$ cat src/rtl/box_plotter.sv
// Box / full-screen-clear pixel generator for the vga_adapter plot port.
// One pixel per clock, registered outputs, busy/done handshake, edge clipping.
module box_plotter #(
  parameter int X_W       = 8,
  parameter int Y_W       = 7,
  parameter int COLOUR_W  = 3,
  parameter int SCREEN_W  = 160,
  parameter int SCREEN_H  = 120,
  parameter int BOX_W     = 4,
  parameter int BOX_H     = 4,
  parameter int BG_COLOUR = 0
) (
  input  logic                clock,
  input  logic                reset,
  input  logic                go,
  input  logic                clear,
  input  logic [X_W-1:0]      in_x,
  input  logic [Y_W-1:0]      in_y,
  input  logic [COLOUR_W-1:0] in_c,
  input  logic                full,
  output logic                busy,
  output logic                done,
  output logic [X_W-1:0]      x,
  output logic [Y_W-1:0]      y,
  output logic [COLOUR_W-1:0] c,
  output logic                print
);

  localparam logic [X_W:0]        BOX_LAST_C = (X_W+1)'(BOX_W - 1);
  localparam logic [Y_W:0]        BOX_LAST_R = (Y_W+1)'(BOX_H - 1);
  localparam logic [X_W:0]        SCR_LAST_C = (X_W+1)'(SCREEN_W - 1);
  localparam logic [Y_W:0]        SCR_LAST_R = (Y_W+1)'(SCREEN_H - 1);
  localparam logic [X_W:0]        SCR_W_L    = (X_W+1)'(SCREEN_W);
  localparam logic [Y_W:0]        SCR_H_L    = (Y_W+1)'(SCREEN_H);
  localparam logic [COLOUR_W-1:0] BG         = COLOUR_W'(BG_COLOUR);

  typedef enum logic [1:0] {S_IDLE, S_DRAW, S_CLEAR, S_DONE} state_e;

  state_e              state_q, state_d;
  logic [X_W:0]        col_q, col_d;
  logic [Y_W:0]        row_q, row_d;
  logic [X_W-1:0]      ox_q, ox_d;
  logic [Y_W-1:0]      oy_q, oy_d;
  logic [COLOUR_W-1:0] oc_q, oc_d;
  logic                full_q, full_d;
  logic [X_W-1:0]      x_q, x_d;
  logic [Y_W-1:0]      y_q, y_d;
  logic [COLOUR_W-1:0] c_q, c_d;
  logic                print_q, print_d;
  logic                busy_q, busy_d;
  logic                done_q, done_d;

  logic [X_W:0] last_col, x_sum;
  logic [Y_W:0] last_row, y_sum;
  logic         border;

  // One extra bit on the sums so an off-screen coordinate is not mistaken for a wrapped one.
  assign x_sum  = {1'b0, ox_q} + col_q;
  assign y_sum  = {1'b0, oy_q} + row_q;
  assign border = (col_q == '0) || (col_q == BOX_LAST_C) ||
                  (row_q == '0) || (row_q == BOX_LAST_R);

  assign last_col = (state_q == S_CLEAR) ? SCR_LAST_C : BOX_LAST_C;
  assign last_row = (state_q == S_CLEAR) ? SCR_LAST_R : BOX_LAST_R;

  always_ff @(posedge clock) begin
    if (reset) begin
      state_q <= S_IDLE;
      col_q   <= '0;
      row_q   <= '0;
      ox_q    <= '0;
      oy_q    <= '0;
      oc_q    <= '0;
      full_q  <= 1'b0;
      x_q     <= '0;
      y_q     <= '0;
      c_q     <= '0;
      print_q <= 1'b0;
      busy_q  <= 1'b0;
      done_q  <= 1'b0;
    end else begin
      state_q <= state_d;
      col_q   <= col_d;
      row_q   <= row_d;
      ox_q    <= ox_d;
      oy_q    <= oy_d;
      oc_q    <= oc_d;
      full_q  <= full_d;
      x_q     <= x_d;
      y_q     <= y_d;
      c_q     <= c_d;
      print_q <= print_d;
      busy_q  <= busy_d;
      done_q  <= done_d;
    end
  end

  // Next state, scan counters and request latches.
  always_comb begin
    state_d = state_q;
    col_d   = col_q;
    row_d   = row_q;
    ox_d    = ox_q;
    oy_d    = oy_q;
    oc_d    = oc_q;
    full_d  = full_q;
    case (state_q)
      S_IDLE: begin
        if (clear) begin
          state_d = S_CLEAR;
          col_d   = '0;
          row_d   = '0;
        end else if (go) begin
          state_d = S_DRAW;
          col_d   = '0;
          row_d   = '0;
          ox_d    = in_x;
          oy_d    = in_y;
          oc_d    = in_c;
          full_d  = full;
        end
      end
      S_DRAW, S_CLEAR: begin
        if (col_q == last_col) begin
          col_d = '0;
          if (row_q == last_row) begin
            row_d   = '0;
            state_d = S_DONE;
          end else begin
            row_d = row_q + (Y_W+1)'(1);
          end
        end else begin
          col_d = col_q + (X_W+1)'(1);
        end
      end
      S_DONE:  state_d = S_IDLE;
      default: state_d = S_IDLE;
    endcase
  end

  // Registered pixel outputs are loaded from the current scan position.
  always_comb begin
    x_d     = x_q;
    y_d     = y_q;
    c_d     = c_q;
    print_d = 1'b0;
    busy_d  = 1'b0;
    done_d  = 1'b0;
    case (state_q)
      S_IDLE: busy_d = clear | go;
      S_DRAW: begin
        busy_d  = 1'b1;
        x_d     = x_sum[X_W-1:0];
        y_d     = y_sum[Y_W-1:0];
        print_d = (x_sum < SCR_W_L) && (y_sum < SCR_H_L);
        c_d     = (full_q || border) ? oc_q : BG;
      end
      S_CLEAR: begin
        busy_d  = 1'b1;
        x_d     = col_q[X_W-1:0];
        y_d     = row_q[Y_W-1:0];
        print_d = 1'b1;
        c_d     = BG;
      end
      S_DONE:  done_d = 1'b1;
      default: done_d = 1'b0;
    endcase
  end

  assign x     = x_q;
  assign y     = y_q;
  assign c     = c_q;
  assign print = print_q;
  assign busy  = busy_q;
  assign done  = done_q;

endmodule

$ cat config.mk
export PLATFORM = sky130hd
export DESIGN_NAME = box_plotter
export DESIGN_NICKNAME = d
export VERILOG_FILES = /design/src/rtl/box_plotter.sv
export SDC_FILE = /design/constraint.sdc
export NUM_CORES = 1
export LEC_CHECK = 0
export ABC_AREA = 1
export ABC_CLOCK_PERIOD_IN_PS = 2090
export BUFFER_PORTS_ARGS = -buffer_cell sky130_fd_sc_hd__buf_2
export CAP_MARGIN = 15
export CORE_UTILIZATION = 45
export CTS_BUF_LIST = sky130_fd_sc_hd__clkbuf_4
export DETAILED_ROUTE_END_ITERATION = 16
export GPL_TIMING_DRIVEN = 0
export MAX_ROUTING_LAYER = met4
export PLACE_DENSITY_LB_ADDON = 0.15
export RECOVER_POWER = 50
export SYNTH_ARGS = -nofsm -noshare
export SYNTH_HDL_FRONTEND = slang
export SYNTH_SLANG_ARGS = --single-unit
export TNS_END_PERCENT = 30
$ cat constraint.sdc
create_clock -name clock -period 2.09 [get_ports clock]
set_input_delay 0.1045 -clock clock [delete_from_list [all_inputs] [get_ports clock]]
set_output_delay 0.1045 -clock clock [all_outputs]
set_load 0.005 [all_outputs]
Word-level counts from Yosys, hierarchy flattened
Index checks and enable logic that the tools add are counted.

word-level totals
  input bits = 23
  logic and storage cells = 69
  register bits after elaboration = 59
  output and inout bits = 21

cells by class
  add/subtract/negate cells = 4
  order comparisons = 2
  equality and inequality tests = 10
  reductions and logical operators = 15
  muxes and demuxes = 23
  bitwise operators = 2

operator list
  cell                                                         number
  two-way mux 8 bit                                            5
  case mux 8 bit (2 select lines)                              2
  two-way mux 9 bit                                            3
  case mux 9 bit (2 select lines)                              1
  case mux 7 bit (2 select lines)                              1
  adder 8 x 9 -> 9 bit                                         1
  adder 9 x 1 -> 9 bit (second input constant)                 1
  == test 9 x 2 -> 1 bit (second input constant)               1
  == test 9 x 8 -> 1 bit                                       1
  zero test 9 bit                                              1
  less-than comparator 9 x 8 -> 1 bit (second input constant)  1
  AND reduction 3 bit                                          3
  adder 7 x 8 -> 8 bit                                         1
  adder 8 x 1 -> 8 bit (second input constant)                 1
  == test 8 x 2 -> 1 bit (second input constant)               1
  == test 8 x 7 -> 1 bit                                       1
  zero test 8 bit                                              1
  less-than comparator 8 x 7 -> 1 bit (second input constant)  1
  two-way mux 2 bit                                            4
  two-way mux 7 bit                                            1
  case mux 2 bit (3 select lines)                              1
  case mux 3 bit (2 select lines)                              1
  == test 2 bit (second input constant)                        2
  logical OR 1 bit                                             4
  other kinds (13)                                             16

Depth between registers and ports, before layout
  depth after elaboration = 7
  depth in mapped cells = 14
  mapped depth without buffers = 14

Least setup slack after synthesis
No wires, ideal clock.

  kind = reg-to-reg
  from = register col_q[0]
  to = register print_q, in the netlist print
  data arrival time = 1.592 ns
  clock period less this slack = 1.702 ns
  slack = 0.388 ns
  setup time = 0.110 ns
  data required time = 1.980 ns
  cell stages (with the launch flop) = 14
  cell sequence = dfxtp_1 -> ha_1 -> inv_1 -> fa_1 -> inv_1 -> nand3_1 -> nand2_1 -> nand2_1 -> a21oi_1 -> nor2_1 -> nand2_1 -> nand2_1 -> nand2_1 -> nor2_1

between the ends
  cells in the longest elaborated chain, start to end = 4

RTL lines
  what                                 RTL line  source
  start: declaration                   40        logic [X_W:0] col_q, col_d;
  start signal: assignment             83        col_q <= col_d;
  adder 8 x 9 -> 9 bit                 58        assign x_sum = {1'b0, ox_q} + col_q;
  less-than comparator 9 x 8 -> 1 bit  155       print_d = (x_sum < SCR_W_L) && (y_sum < SCR_H_L);
  logical AND 1 bit                    155
  case mux 1 bit (2 select lines)      149       case (state_q)
  end signal: assignment               92        print_q <= print_d;
  end: declaration                     49        logic print_q, print_d;

No other way between the ends.
A chain may end at the register's enable or synchronous reset.

Worst setup path in the final report
Ends and elaborated chain as after synthesis.

==> key figures <==
Cells and area
  – Diode count: 0
  – Share of cells above drive strength 1: 0.1302
  – Final core utilization: 0.5547
  – Area grow syn2layout: 17.97%
  – Final net count: about 620
  – Finished Layout Cells: 675

Floorplanning
  – I/O pins: 44
  – DIE HEIGHT: 89.52 um
  – Number of core rows: 31
  – Die area: 0.008014 sq mm
  – Core area: around 0.0073 sq mm
  – Die W: 89.52 um
  – Starting density of the core: 0.4702

Timing
  – Setup slack after layout: approximately 150 ps
  – Count of final hold-check violations: 0
  – TNS Setup: 0 ps
  – Post-Route Skew: 13.95 ps
  – Tmin final: 1936 ps
  – Fmax: ~520 MHz
  – Final slew viol count: 0
  – Max_slew headroom: 0.5796
  – RSZ-0062 raised after global routing: true
  – Setup Viol. Count Final: 0
  – Hold Slack: roughly 7.4 ps
  – Fin crit share: 0.9265
  – Slew @ Worst Pin: 630.7 ps

Synthesis
  – Post-synthesis register bit count: 59
  – Post-synthesis cell type count: 34
  – Mapped Nets: 550
  – Mapped Cells: 502
  – Synth warnings: 0
  – Mapped cell area: ~0.0034 sq mm
  – Synth Area per Inst: 6.867 sq um
  – Sequential fraction of the synthesis area: 0.3426

Clock tree
  – Longest Clk Path Bufs: 2
  – Clock-pin slew of the registers on the worst-case setup and hold paths: roughly 100 ps
  – Clock root buffer: clkbuf_4
  – Clk_lat worst skew: 420 ps
  – CTS tree: built
  – H-tree depth: 3
  – Clock buffer count from CTS: 9
  – Sink Count: between 50 and 60

Global routing
  – Largest net degree at the start of global routing: 11
  – Global router's overall resource usage: 0.2595
  – First-pass GRT wire length: around 15,000 um
  – Congestion Overflow GR: 0
  – Initial antenna violation count: 0
  – Vias in the first global route: about 3,100

Worst setup path
  – CP required: between 2000 and 2500 ps
  – WP data arrival: 2290 ps
  – Kind of critical path: flip-flop to flip-flop
  – Crit-path max FO: 5
  – CP Launch Type: flip-flop
  – Crit. End Element: flip-flop

Drt
  – Via count: about 3,500
  – Pre-antenna DRT Iters: 5
  – Antenna Nets Post-Route: 0
  – WL final: 9442 um
  – Routed wire per std cell: about 14 um
  – Via-to-Cell Ratio: 5.169
  – DRT iter0 DRCs: 230
  – DRC: 0

Place
  – Placed cells: roughly 640
  – Setup WS pre-CTS: -47.63 ps
  – Post-DP HPWL: between 6000 and 7000 um
  – IO buf count: 42
  – GPL Wtd Cong: 0.8844

Power
  – Max IR drop VDD: 600.1 uV
  – Pwr dens: 1021 mW/mm^2
  – Leak: 1.872 nW

Flow run
  – Max-Cap Viols: 0

Status
  – Status: finished clean

Min path
  – Worst Hold Class: input port to flip-flop
metrics by stage:
stage / power [mW] / instance area [sq um]
2_1_floorplan: 2.698 / 3447
3_3_place_gp: 3.261 / 3781
3_5_place_dp: 3.290 / 3781
4_1_cts: 4.160 / 4071
5_1_grt: 4.466 / 4066
6_report: 4.151 / 4066
worst max-delay path: stages (launching register included):
cell,delay (ps)
dfxtp_4,390
ha_2,200
inv_1,50
fa_1,350
inv_1,100
nand3_1,90
nand2_2,100
nand2_1,70
nand2_1,60
nand2_1,50
nand2_1,80
nand2_1,60
nand2_1,80
nand2_1,60
nor2_2,140
cell usage after synthesis:
| library cell | count | area share |
|---|---|---|
| nand4_1 | 4 | 0.0073 |
| ha_1 | 23 | 0.083 |
| nand2_4 | 3 | 0.0098 |
| a21oi_1 | 60 | 0.087 |
| nand2_2 | 1 | 0.0018 |
| o22ai_1 | 1 | 0.0018 |
| nand2_1 | 107 | 0.12 |
| nor2_1 | 40 | 0.044 |
| fa_1 | 2 | 0.012 |
| a21oi_2 | 1 | 0.0025 |
| buf_2 | 5 | 0.0073 |
| nor3_2 | 5 | 0.015 |
| dfxtp_1 | 59 | 0.34 |
| nand3b_1 | 3 | 0.0065 |
| xnor2_1 | 1 | 0.0025 |
| inv_1 | 69 | 0.075 |
| clkbuf_1 | 12 | 0.013 |
| nand3_1 | 31 | 0.045 |
| inv_2 | 1 | 0.0011 |
| o21bai_1 | 1 | 0.0022 |
| o211ai_1 | 2 | 0.0044 |
| a31oi_1 | 4 | 0.0073 |
| o21ai_1 | 1 | 0.0015 |
| nor3_1 | 4 | 0.0058 |
| o21ai_0 | 45 | 0.065 |
| o221a_2 | 1 | 0.0033 |
| and3_1 | 1 | 0.0018 |
| a22oi_1 | 1 | 0.0022 |
| or2_2 | 2 | 0.0036 |
| o21bai_2 | 1 | 0.0033 |
| nor2_2 | 3 | 0.0054 |
| buf_4 | 1 | 0.0022 |
| xor2_1 | 6 | 0.015 |
| nor2_4 | 1 | 0.0033 |
worst paths after layout:
path                               from                    to  slack [ps]  cells past startpoint
hold / removal                  in_x[7]  ox_q[7]$_SDFFE_PP0P_           7                      3
setup reg to reg  col_q[0]$_SDFFE_PP0P_      print$_SDFF_PP0_         150                     14
setup / recovery  col_q[0]$_SDFFE_PP0P_      print$_SDFF_PP0_         150                     14
hold reg to reg    oc_q[1]$_SDFFE_PP0P_  oc_q[1]$_SDFFE_PP0P_         450                      2
placed cells by master (no fill, tap or decap), types with 3 or more instances in the layout:
cell type | Yosys | layout
nor2_1 | 40 | 38
nor3_1 | 4 | 4
ha_1 | 23 | 22
xor2_1 | 6 | 6
nor2_2 | 3 | 5
nand4_1 | 4 | 4
dlygate4sd3_1 | 0 | 15
inv_1 | 69 | 69
o21ai_0 | 45 | 45
dfxtp_1 | 59 | 57
nand2_1 | 107 | 107
nor3_2 | 5 | 5
clkbuf_1 | 12 | 25
buf_2 | 5 | 33
nand3_1 | 31 | 31
a31oi_1 | 4 | 4
nand3b_1 | 3 | 3
clkbuf_4 | 0 | 13
a21oi_1 | 60 | 60
metal layers:
layer | routed length (um) | global-route usage | vias to the layer above
li1 | - | - | 1784
met1 | 4538 | 0.3588 | 1580
met2 | 4233 | 0.3983 | 113
met3 | 548 | 0.02770 | 12
met4 | 122 | 0.07792 | 0
met5 | 0 | - | -
layout make-up:
class                      count  area [sq um]
timing repair buffer          58         350.3
multi-input combinational    355          1928
fill                         726          3264
tap                           99         123.9
sequential                    59          1186
buffer                        18         78.83
inverter                      70         262.8
clock buffer                  13         97.59
clock inverter                 3         38.79
registers in the layout, summed over array words and instances (netlist names):
name / flops
oc_q: 3
x: 8
done: 1
print: 1
oy_q: 7
full_q: 1
state_q: 2
col_q: 9
c: 3
y: 7
busy: 1
ox_q: 8
row_q: 8
timing repair:
item | CTS | global route
buffers inserted | 0 | 1
endpoints found under the hold margin | 15 | 0
pin swaps | 0 | 1
setup endpoints to repair | 1 | 5
resized for setup | 2 | 7
gates cloned | 0 | 0
hold buffers | 15 | 0
kinds of logic after synthesis:
family          Yosys count  synth area share
flops                    59            0.3426
compound gates          118            0.1808
xor+xnor                  7           0.01779
fa+ha+maj                25           0.09510
simple gates            205            0.2650
buf+inv                  88           0.09873
power by group:
part	total, mW	internal (mW)	switching [mW]
Clock	0.848	0.414	0.434
Combinational	1.73	0.600	1.13
Sequential	1.57	1.38	0.189
Total	4.15	2.40	1.76
(Power assumes the default switching activity.)
